==> config.mk <==
export PLATFORM = sky130hd
export DESIGN_NAME = scmp_bus_ctrl
export DESIGN_NICKNAME = d
export VERILOG_FILES = /design/src/rtl/scmp_bus_pkg.sv /design/src/rtl/scmp_region_decode.sv /design/src/rtl/scmp_bus_ctrl.sv
export SDC_FILE = /design/constraint.sdc
export NUM_CORES = 1
export LEC_CHECK = 0
export CAP_MARGIN = 20
export CORE_MARGIN = 8
export CORE_UTILIZATION = 42
export DETAILED_ROUTE_END_ITERATION = 8
export GPL_TIMING_DRIVEN = 1
export PLACE_DENSITY = 0.95
export SETUP_SLACK_MARGIN = 0.05
export SYNTH_ARGS = -nofsm -noshare
export SYNTH_HDL_FRONTEND = slang
export SYNTH_SLANG_ARGS = --single-unit
==> constraint.sdc <==
create_clock -name clk -period 4.8 [get_ports clk]
set_input_delay 0.96 -clock clk [delete_from_list [all_inputs] [get_ports clk]]
set_output_delay 0.96 -clock clk [all_outputs]
set_load 0.1 [all_outputs]
==> src/rtl/scmp_bus_pkg.sv <==
// rtl/scmp_bus_pkg.sv - shared widths, state type and address-match helper for the SC/MP bus controller
package scmp_bus_pkg;

    localparam int PAGE_W = 4;
    localparam int ADDR_W = 16;
    localparam int DATA_W = 8;
    localparam int WAIT_W = 4;

    typedef enum logic [1:0] {
        IDLE   = 2'd0,
        WAIT   = 2'd1,
        ACCESS = 2'd2,
        DONE   = 2'd3
    } bus_state_t;

    // A region whose mask is all zero is disabled and never matches.
    function automatic logic region_hit(
        input logic [ADDR_W-1:0] addr,
        input logic [ADDR_W-1:0] base,
        input logic [ADDR_W-1:0] mask
    );
        return (mask != '0) && ((addr & mask) == base);
    endfunction

endpackage

==> src/rtl/scmp_region_decode.sv <==
// rtl/scmp_region_decode.sv - combinational priority decode of a 16-bit address into one-hot region selects
module scmp_region_decode
    import scmp_bus_pkg::*;
#(
    parameter int                            NUM_REGIONS = 4,
    parameter logic [NUM_REGIONS*ADDR_W-1:0] REGION_BASE = '0,
    parameter logic [NUM_REGIONS*ADDR_W-1:0] REGION_MASK = '0
) (
    input  logic [ADDR_W-1:0]      addr,
    output logic [NUM_REGIONS-1:0] sel,
    output logic                   hit
);

    // Region 0 sits in the leftmost slice of the packed tables. Scanning from the
    // highest index down lets the lowest matching index overwrite any later one.
    always_comb begin
        sel = '0;
        hit = 1'b0;
        for (int i = NUM_REGIONS - 1; i >= 0; i--) begin
            if (region_hit(addr,
                           REGION_BASE[(NUM_REGIONS-1-i)*ADDR_W +: ADDR_W],
                           REGION_MASK[(NUM_REGIONS-1-i)*ADDR_W +: ADDR_W])) begin
                sel    = '0;
                sel[i] = 1'b1;
                hit    = 1'b1;
            end
        end
    end

endmodule

==> src/rtl/scmp_bus_ctrl.sv <==
// rtl/scmp_bus_ctrl.sv - SC/MP bus controller: page latch, region decode, wait states, read mux (SCMP_BUS_WPROT_EN adds write protect)
module scmp_bus_ctrl
    import scmp_bus_pkg::*;
#(
    parameter int                            NUM_REGIONS = 4,
    parameter logic [NUM_REGIONS*ADDR_W-1:0] REGION_BASE = {16'h0000, 16'h1000, 16'hFFC0, 16'h0000},
    parameter logic [NUM_REGIONS*ADDR_W-1:0] REGION_MASK = {16'hF000, 16'hF000, 16'hFFC0, 16'h0000},
    parameter logic [NUM_REGIONS*WAIT_W-1:0] REGION_WAIT = {4'd0, 4'd1, 4'd0, 4'd0},
    parameter logic [ADDR_W-1:0]             STATUS_ADDR = 16'hFD00,
    parameter logic [DATA_W-1:0]             OPEN_BUS    = 8'hFF,
    parameter logic [NUM_REGIONS-1:0]        WP_MASK     = '0
) (
    input  logic                          clk,
    input  logic                          rst,
    input  logic                          ads_n,
    input  logic                          rd_n,
    input  logic                          wr_n,
    input  logic [11:0]                   addr_lo,
    input  logic [DATA_W-1:0]             d_o,
    output logic [DATA_W-1:0]             d_i,
    output logic                          hold,
    output logic [PAGE_W-1:0]             page,
    output logic [3:0]                    flags,
    output logic [NUM_REGIONS-1:0]        sel,
    output logic [ADDR_W-1:0]             addr,
    output logic                          rd_en,
    output logic                          wr_en,
    output logic [DATA_W-1:0]             wdata,
    input  logic [DATA_W*NUM_REGIONS-1:0] rdata,
    input  logic [DATA_W-1:0]             status_i,
    output logic                          wp_err
);

`ifdef SCMP_BUS_WPROT_EN
    localparam logic [NUM_REGIONS-1:0] WP_EFF = WP_MASK;
`else
    localparam logic [NUM_REGIONS-1:0] WP_EFF = WP_MASK & '0;
`endif

    bus_state_t             state;
    logic [WAIT_W-1:0]      cnt;
    logic                   rd_q;
    logic                   wr_q;
    logic [NUM_REGIONS-1:0] sel_q;
    logic                   op_wr_q;
    logic                   acc_q;
    logic [NUM_REGIONS-1:0] dec_sel;
    logic                   dec_hit;
    logic                   is_status;
    logic                   start_rd;
    logic                   start_wr;
    logic [WAIT_W-1:0]      start_wait;
    logic [DATA_W-1:0]      sel_rdata;
    logic                   wp_block;

    assign addr      = {page, addr_lo};
    assign is_status = (addr == STATUS_ADDR);
    // A simultaneous read and write fall is a write; the read is dropped.
    assign start_wr  = wr_q & ~wr_n;
    assign start_rd  = rd_q & ~rd_n & ~start_wr;

    scmp_region_decode #(
        .NUM_REGIONS (NUM_REGIONS),
        .REGION_BASE (REGION_BASE),
        .REGION_MASK (REGION_MASK)
    ) u_decode (
        .addr (addr),
        .sel  (dec_sel),
        .hit  (dec_hit)
    );

    // Wait-state count of the region hit by the live address (region 0 is the leftmost slice).
    always_comb begin
        start_wait = '0;
        for (int i = 0; i < NUM_REGIONS; i++) begin
            if (dec_sel[i]) start_wait = REGION_WAIT[(NUM_REGIONS-1-i)*WAIT_W +: WAIT_W];
        end
    end

    // Read data of the region captured at access start (rdata is packed region 0 in the low byte).
    always_comb begin
        sel_rdata = '0;
        for (int i = 0; i < NUM_REGIONS; i++) begin
            if (sel_q[i]) sel_rdata = sel_rdata | rdata[i*DATA_W +: DATA_W];
        end
    end

    assign wp_block = |(sel_q & WP_EFF);
    assign hold     = (state == WAIT) || (state == ACCESS);
    assign rd_en    = (state == ACCESS) && !op_wr_q;
    assign wr_en    = (state == ACCESS) && op_wr_q && !wp_block;
    // Idle cycles show the live decode; an access in flight keeps the select captured at its start.
    assign sel      = (state == IDLE) ? (is_status ? '0 : dec_sel) : sel_q;

    // Page nibble and flags follow d_o whenever the address strobe is low.
    always_ff @(posedge clk) begin
        if (rst) begin
            page  <= '0;
            flags <= '0;
        end else if (!ads_n) begin
            page  <= d_o[3:0];
            flags <= d_o[7:4];
        end
    end

    // Previous strobe levels for edge detection; they only mirror the pins.
    always_ff @(posedge clk) begin
        rd_q <= rd_n;
        wr_q <= wr_n;
    end

    // Access sequencer: start on a strobe fall, count wait states, pulse the enable, then wait for release.
    always_ff @(posedge clk) begin
        if (rst) begin
            state   <= IDLE;
            cnt     <= '0;
            sel_q   <= '0;
            op_wr_q <= 1'b0;
            acc_q   <= 1'b0;
            wdata   <= '0;
            d_i     <= OPEN_BUS;
        end else begin
            acc_q <= (state == ACCESS);
            case (state)
                IDLE: begin
                    if (start_rd || start_wr) begin
                        if (dec_hit && !is_status) begin
                            sel_q   <= dec_sel;
                            op_wr_q <= start_wr;
                            cnt     <= start_wait;
                            if (start_wr) wdata <= d_o;
                            state   <= (start_wait != '0) ? WAIT : ACCESS;
                        end else if (start_rd) begin
                            d_i <= is_status ? status_i : OPEN_BUS;
                        end
                    end
                end
                WAIT: begin
                    cnt <= cnt - 1'b1;
                    if (cnt == WAIT_W'(1)) state <= ACCESS;
                end
                ACCESS: begin
                    state <= DONE;
                end
                DONE: begin
                    if (acc_q && !op_wr_q) d_i <= sel_rdata;
                    if (rd_n && wr_n) state <= IDLE;
                end
                default: begin
                    state <= IDLE;
                end
            endcase
        end
    end

`ifdef SCMP_BUS_WPROT_EN
    // Sticky record of a write that the protect mask blocked; only reset clears it.
    always_ff @(posedge clk) begin
        if (rst) begin
            wp_err <= 1'b0;
        end else if (state == ACCESS && op_wr_q && wp_block) begin
            wp_err <= 1'b1;
        end
    end
`else
    assign wp_err = 1'b0;
`endif

endmodule

# == Yosys cells after proc, flatten, opt, wreduce, memory -nomap -nowiden ==
# Index checks and enable logic that the tools add are counted.
# word_totals
elab_cells,84
register_bits,38
output_inout_bits,48
inputBits,65
# classes
n_eq_ne,14
n_bitwise,9
reduce_logical,19
muxes,30
n_addsub,1
# ops
operator,count
two-way mux 8 bit,9
two-way mux 4 bit,6
OR 8 bit,3
"equality test 16 bit, second input constant",1
zero test 16 bit,1
one-hot mux 8 bit (2 select lines),1
"equality test 10 bit, second input constant",1
two-way mux 2 bit,5
"equality test 4 x 1 -> 1 bit, second input constant",2
"inequality test 2 bit, second input constant",4
one-hot mux 2 bit (4 select lines),1
one-hot mux 4 bit (2 select lines),1
AND reduction 4 bit,2
two-way mux 1 bit,6
"inequality test 2 x 1 -> 1 bit, second input constant",3
AND reduction 3 bit,2
logical AND 1 bit,5
AND reduction 5 bit,1
"equality test 2 bit, second input constant",2
nonzero test 2 bit,2
nonzero test 4 bit,1
"subtractor 4 x 1 -> 4 bit, second input constant",1
AND 1 bit,3
two-way mux 3 bit,1
other kinds (5),9

# == Longest topological paths before layout ==
# logic_depth
depth_word,12
depth_mapped,6
mapped_depth_nobuf,6

# == Hierarchy ==
# From an unflattened synthesis, not the netlist that was laid out.
# hier_totals
cells_unflattened,249
area_unflattened_um2,2169.6
# modules_own_cells
mod,area_per_inst_um2,cells_each,n_inst,seq_area_each_um2
scmp_bus_ctrl,2108.3,239,1,760.7
scmp_region_decode,61.3,10,1,0.0

# == Worst setup path after synthesis ==
# Ideal clock, no wire load.
# synth_timing
path_kind,register to output
from,reg state[0]
to,out sel[1]
n_path_buf,1
setup_slack_ns,0.803
stages_incl_launch_ff,5
arrival_time_ns,3.037
t_required_ns,3.840
cell_sequence,dfxtp_1 -> inv_1 -> ha_1 -> clkbuf_1 -> o21ai_0
# synth_between
elab_chain_len,2
# synth_lines
item,line,text
from (decl),scmp_bus_ctrl.sv:40,bus_state_t state;
from (signal assigned),scmp_bus_ctrl.sv:132,state <= (start_wait != '0) ? WAIT : ACCESS;
zero test 2 bit,scmp_bus_ctrl.sv:93,assign sel = (state == IDLE) ? (is_status ? '0 : dec_sel) : sel_q;
two-way mux 4 bit,scmp_bus_ctrl.sv:93,
to (decl),scmp_bus_ctrl.sv:24,"output logic [NUM_REGIONS-1:0] sel,"
# No other way between the ends.

# == Worst setup path in the final report ==
# Same ends and word-level chain as after synthesis.

==> results.md <==
* Post-CTS Setup Inserts at 0
* CTS Buf Count at 5
* Ys Warns at 0
* Synth area leaders: dfxtp_1 35%, mux2i_1 9.1%, nand2_1 7.3%
* Die height at 86.7 um
* Worst setup EP type: primary output
* Period minus WS final at 3750 ps
* Later-pin clock latency in the skew report at 290 ps
* Final setup vio count at 0
* Register clock-pin slew on the reported worst setup and hold paths at 70 ps
* Post-Synth XOR/XNOR Area at 0
* Actual slew at the worst max-slew pin at 1010 ps
* MaxCap Viol Count at 0
* Slew Limit Headroom at 0.326
* Post_cts resized at 0
* DIE AREA at 7520 um^2
* Core area at 4790 um^2
* Drt total wl at 6.65 mm
* Power per cell area at 376 nW/um^2
* First-pass GRT wire length at 10.5 mm
* H-Tree Depth at 2
* Wirelength per Cell at 16.8 um
* Max Freq at 267 MHz
* HP Class: reg -> reg
* Number of synthesized register bits at 37
* Worst Skew at 4.37 ps
* CTS tree: yes
* Clock sinks at 37
* GRT met3 Usage at 0.0728
* Port buffer count at 102
* Worst slack at placement at 1250 ps
* Most frequent cell after synthesis: nand2_1
* DP Area at 3020 um^2
* Maximum root-to-sink buffer count at 2
* Total grt overflow at 0
* Status: finished, final reports clean
* Netlist cell types at 45
* Crit Path Class: reg -> out
* RSZ-0062 raised after global routing: no
* Post-synthesis compound-gate area fraction at 0.187
* Antenna cells at 0
* Top-Level Pins at 113
* Main synth FF type: dfxtp_1
* Setup TNS at 0 ps
* Initial antenna violation count at 0
* Final instance area at 3100 um^2
* # nets final at 399
* RD Place Congestion at 0.840
* Area added between synthesis and finish at 47.8%
* Ys async rst share at 0
* Sequential fraction of the synthesis area at 0.353
* Largest family of logic cells by synthesized area: simple AND/OR/NAND/NOR gates
* 1st-iter DRT viols at 197
* Post-route ant nets at 0
* Hold-fix buffers, CTS at 0
* Post-synth EDFFs at 0
* CP Launch Type: flop
* Final Max Tran Viols at 0
* Synthesized area per cell at 8.53 um^2
* Hold Slack at 460 ps
* Layout cells sized above 1 at 0.0699
* Final hold violation count at 0
* Simple-gate area share of the yosys netlist at 0.215
* Post-synth top area share at 0.353
* Starting density of the core at 0.439
* Post-synthesis mux area share at 0.101
* Die W at 86.7 um
* Hpwl dp at 5.26 mm
* GRT busiest layer: met2
* Vias in the first global route at 2191
* DRT Pass-1 Iters at 4
* Maximum vdd drop at 0.000270 V
* P_leak at 1.16 nW
* Final WS setup at 1050 ps
* CTS root buf: clkbuf_8
* Crit-path max FO at 17
* Gate Count Post-Synth at 246
* Leading area contributor after synthesis: dfxtp_1
* Synth Area in Adders at 0.0358
* Routing usage on met1 at 0.188
* Top cells by count, synth: 41 x nand2_1, 37 x dfxtp_1, 19 x buf_4, 19 x mux2i_1, 13 x nor2_1
* DRC at 0
* Util after Layout at 0.648
* Largest net degree at the start of global routing at 21
* GRT Util Overall at 0.174
* Via Count at 2141
* Std cell rows at 25
* Post-synth design cell area at 2100 um^2
* CP Data Required Time at 3840 ps
* Worst EP arrival at 2790 ps
* Met2 Usage GRT at 0.292
* Vias/cell at 5.41
* Period Utilization, post-route at 0.782
## path summary, 6_finish.rpt
path,start,end,slack [ps],depth (start not counted)
worst max register to register,state[0],d_i[0],2510,5
worst max-delay path,state[0],sel[1],1050,5
worst min-delay path,wdata[7],wdata[7],460,2
worst min register to register,wdata[7],wdata[7],460,2
## cell families after synthesis
group           after synthesis
flops                        37
other cells                   1
fa+ha+maj                     6
buf+inv                      39
compound gates               49
simple gates                 93
mux                          21
## routing by layer
metal	wire [um]	vias to the layer above
li1	-	1037
met1	2680	985
met2	3130	102
met3	680	17
met4	155	0
met5	0	-
## metrics by stage
stage	std cells	total power, mW
floorplan	247	0.817
global placement	388	0.955
detailed placement	388	0.964
CTS	396	1.17
global route	396	1.22
finish	396	1.17
## critical path: stages (launching register included)
cell             delay, ps
dfxtp_1                350
inv_1                   90
ha_1                   520
nand3_1                230
o21ai_0                140
clkdlybuf4s50_1       1170
## state kept, by name, indices dropped and copies added (netlist names)
name     count
wdata        8
page         4
d_i          8
acc_q        1
cnt          4
wr_q         1
sel_q        3
flags        4
state        2
op_wr_q      1
rd_q         1
## where the power goes
part           total, mW  switching [mW]  internal [mW]
Sequential         0.362          0.0262          0.336
Clock              0.209           0.108          0.100
Combinational      0.597           0.415          0.183
Total               1.17           0.549          0.619
## layout make-up
| class | instances | area, um^2 |
|---|---|---|
| Tap cell | 67 | 83.8 |
| Clock inverter | 2 | 10.0 |
| Clock buffer | 6 | 72.6 |
| Multi-Input combinational cell | 171 | 1140 |
| Inverter | 8 | 30.0 |
| Fill cell | 393 | 1680 |
| Timing Repair Buffer | 105 | 1030 |
| Sequential cell | 37 | 741 |
## cell usage in the layout (no fill, tap or decap), drive strengths merged, types with 2 or more instances in the layout
master         synthesis  routed
clkinv                 1       3
ha                     6       6
nor2                  13      13
a21boi                 3       3
o211ai                 2       2
or3                    4       4
mux2                   2       2
inv                    7       7
nand4                  2       2
nand2                 41      41
nor3                   3       3
nor2b                  5       5
clkdlybuf4s50          0      96
nand4b                 2       2
o21ai                  4       4
nand3                 13      13
conb                   1       2
nor4                   2       2
a31oi                  3       3
a22oi                  9       9
clkbuf                 8       6
nand2b                 3       3
mux2i                 19      19
o221ai                10      10
o31ai                  8       8
dfxtp                 37      37
o32ai                  3       3
buf                   23       9
o2bb2ai                2       2
(Power assumes the default switching activity.)
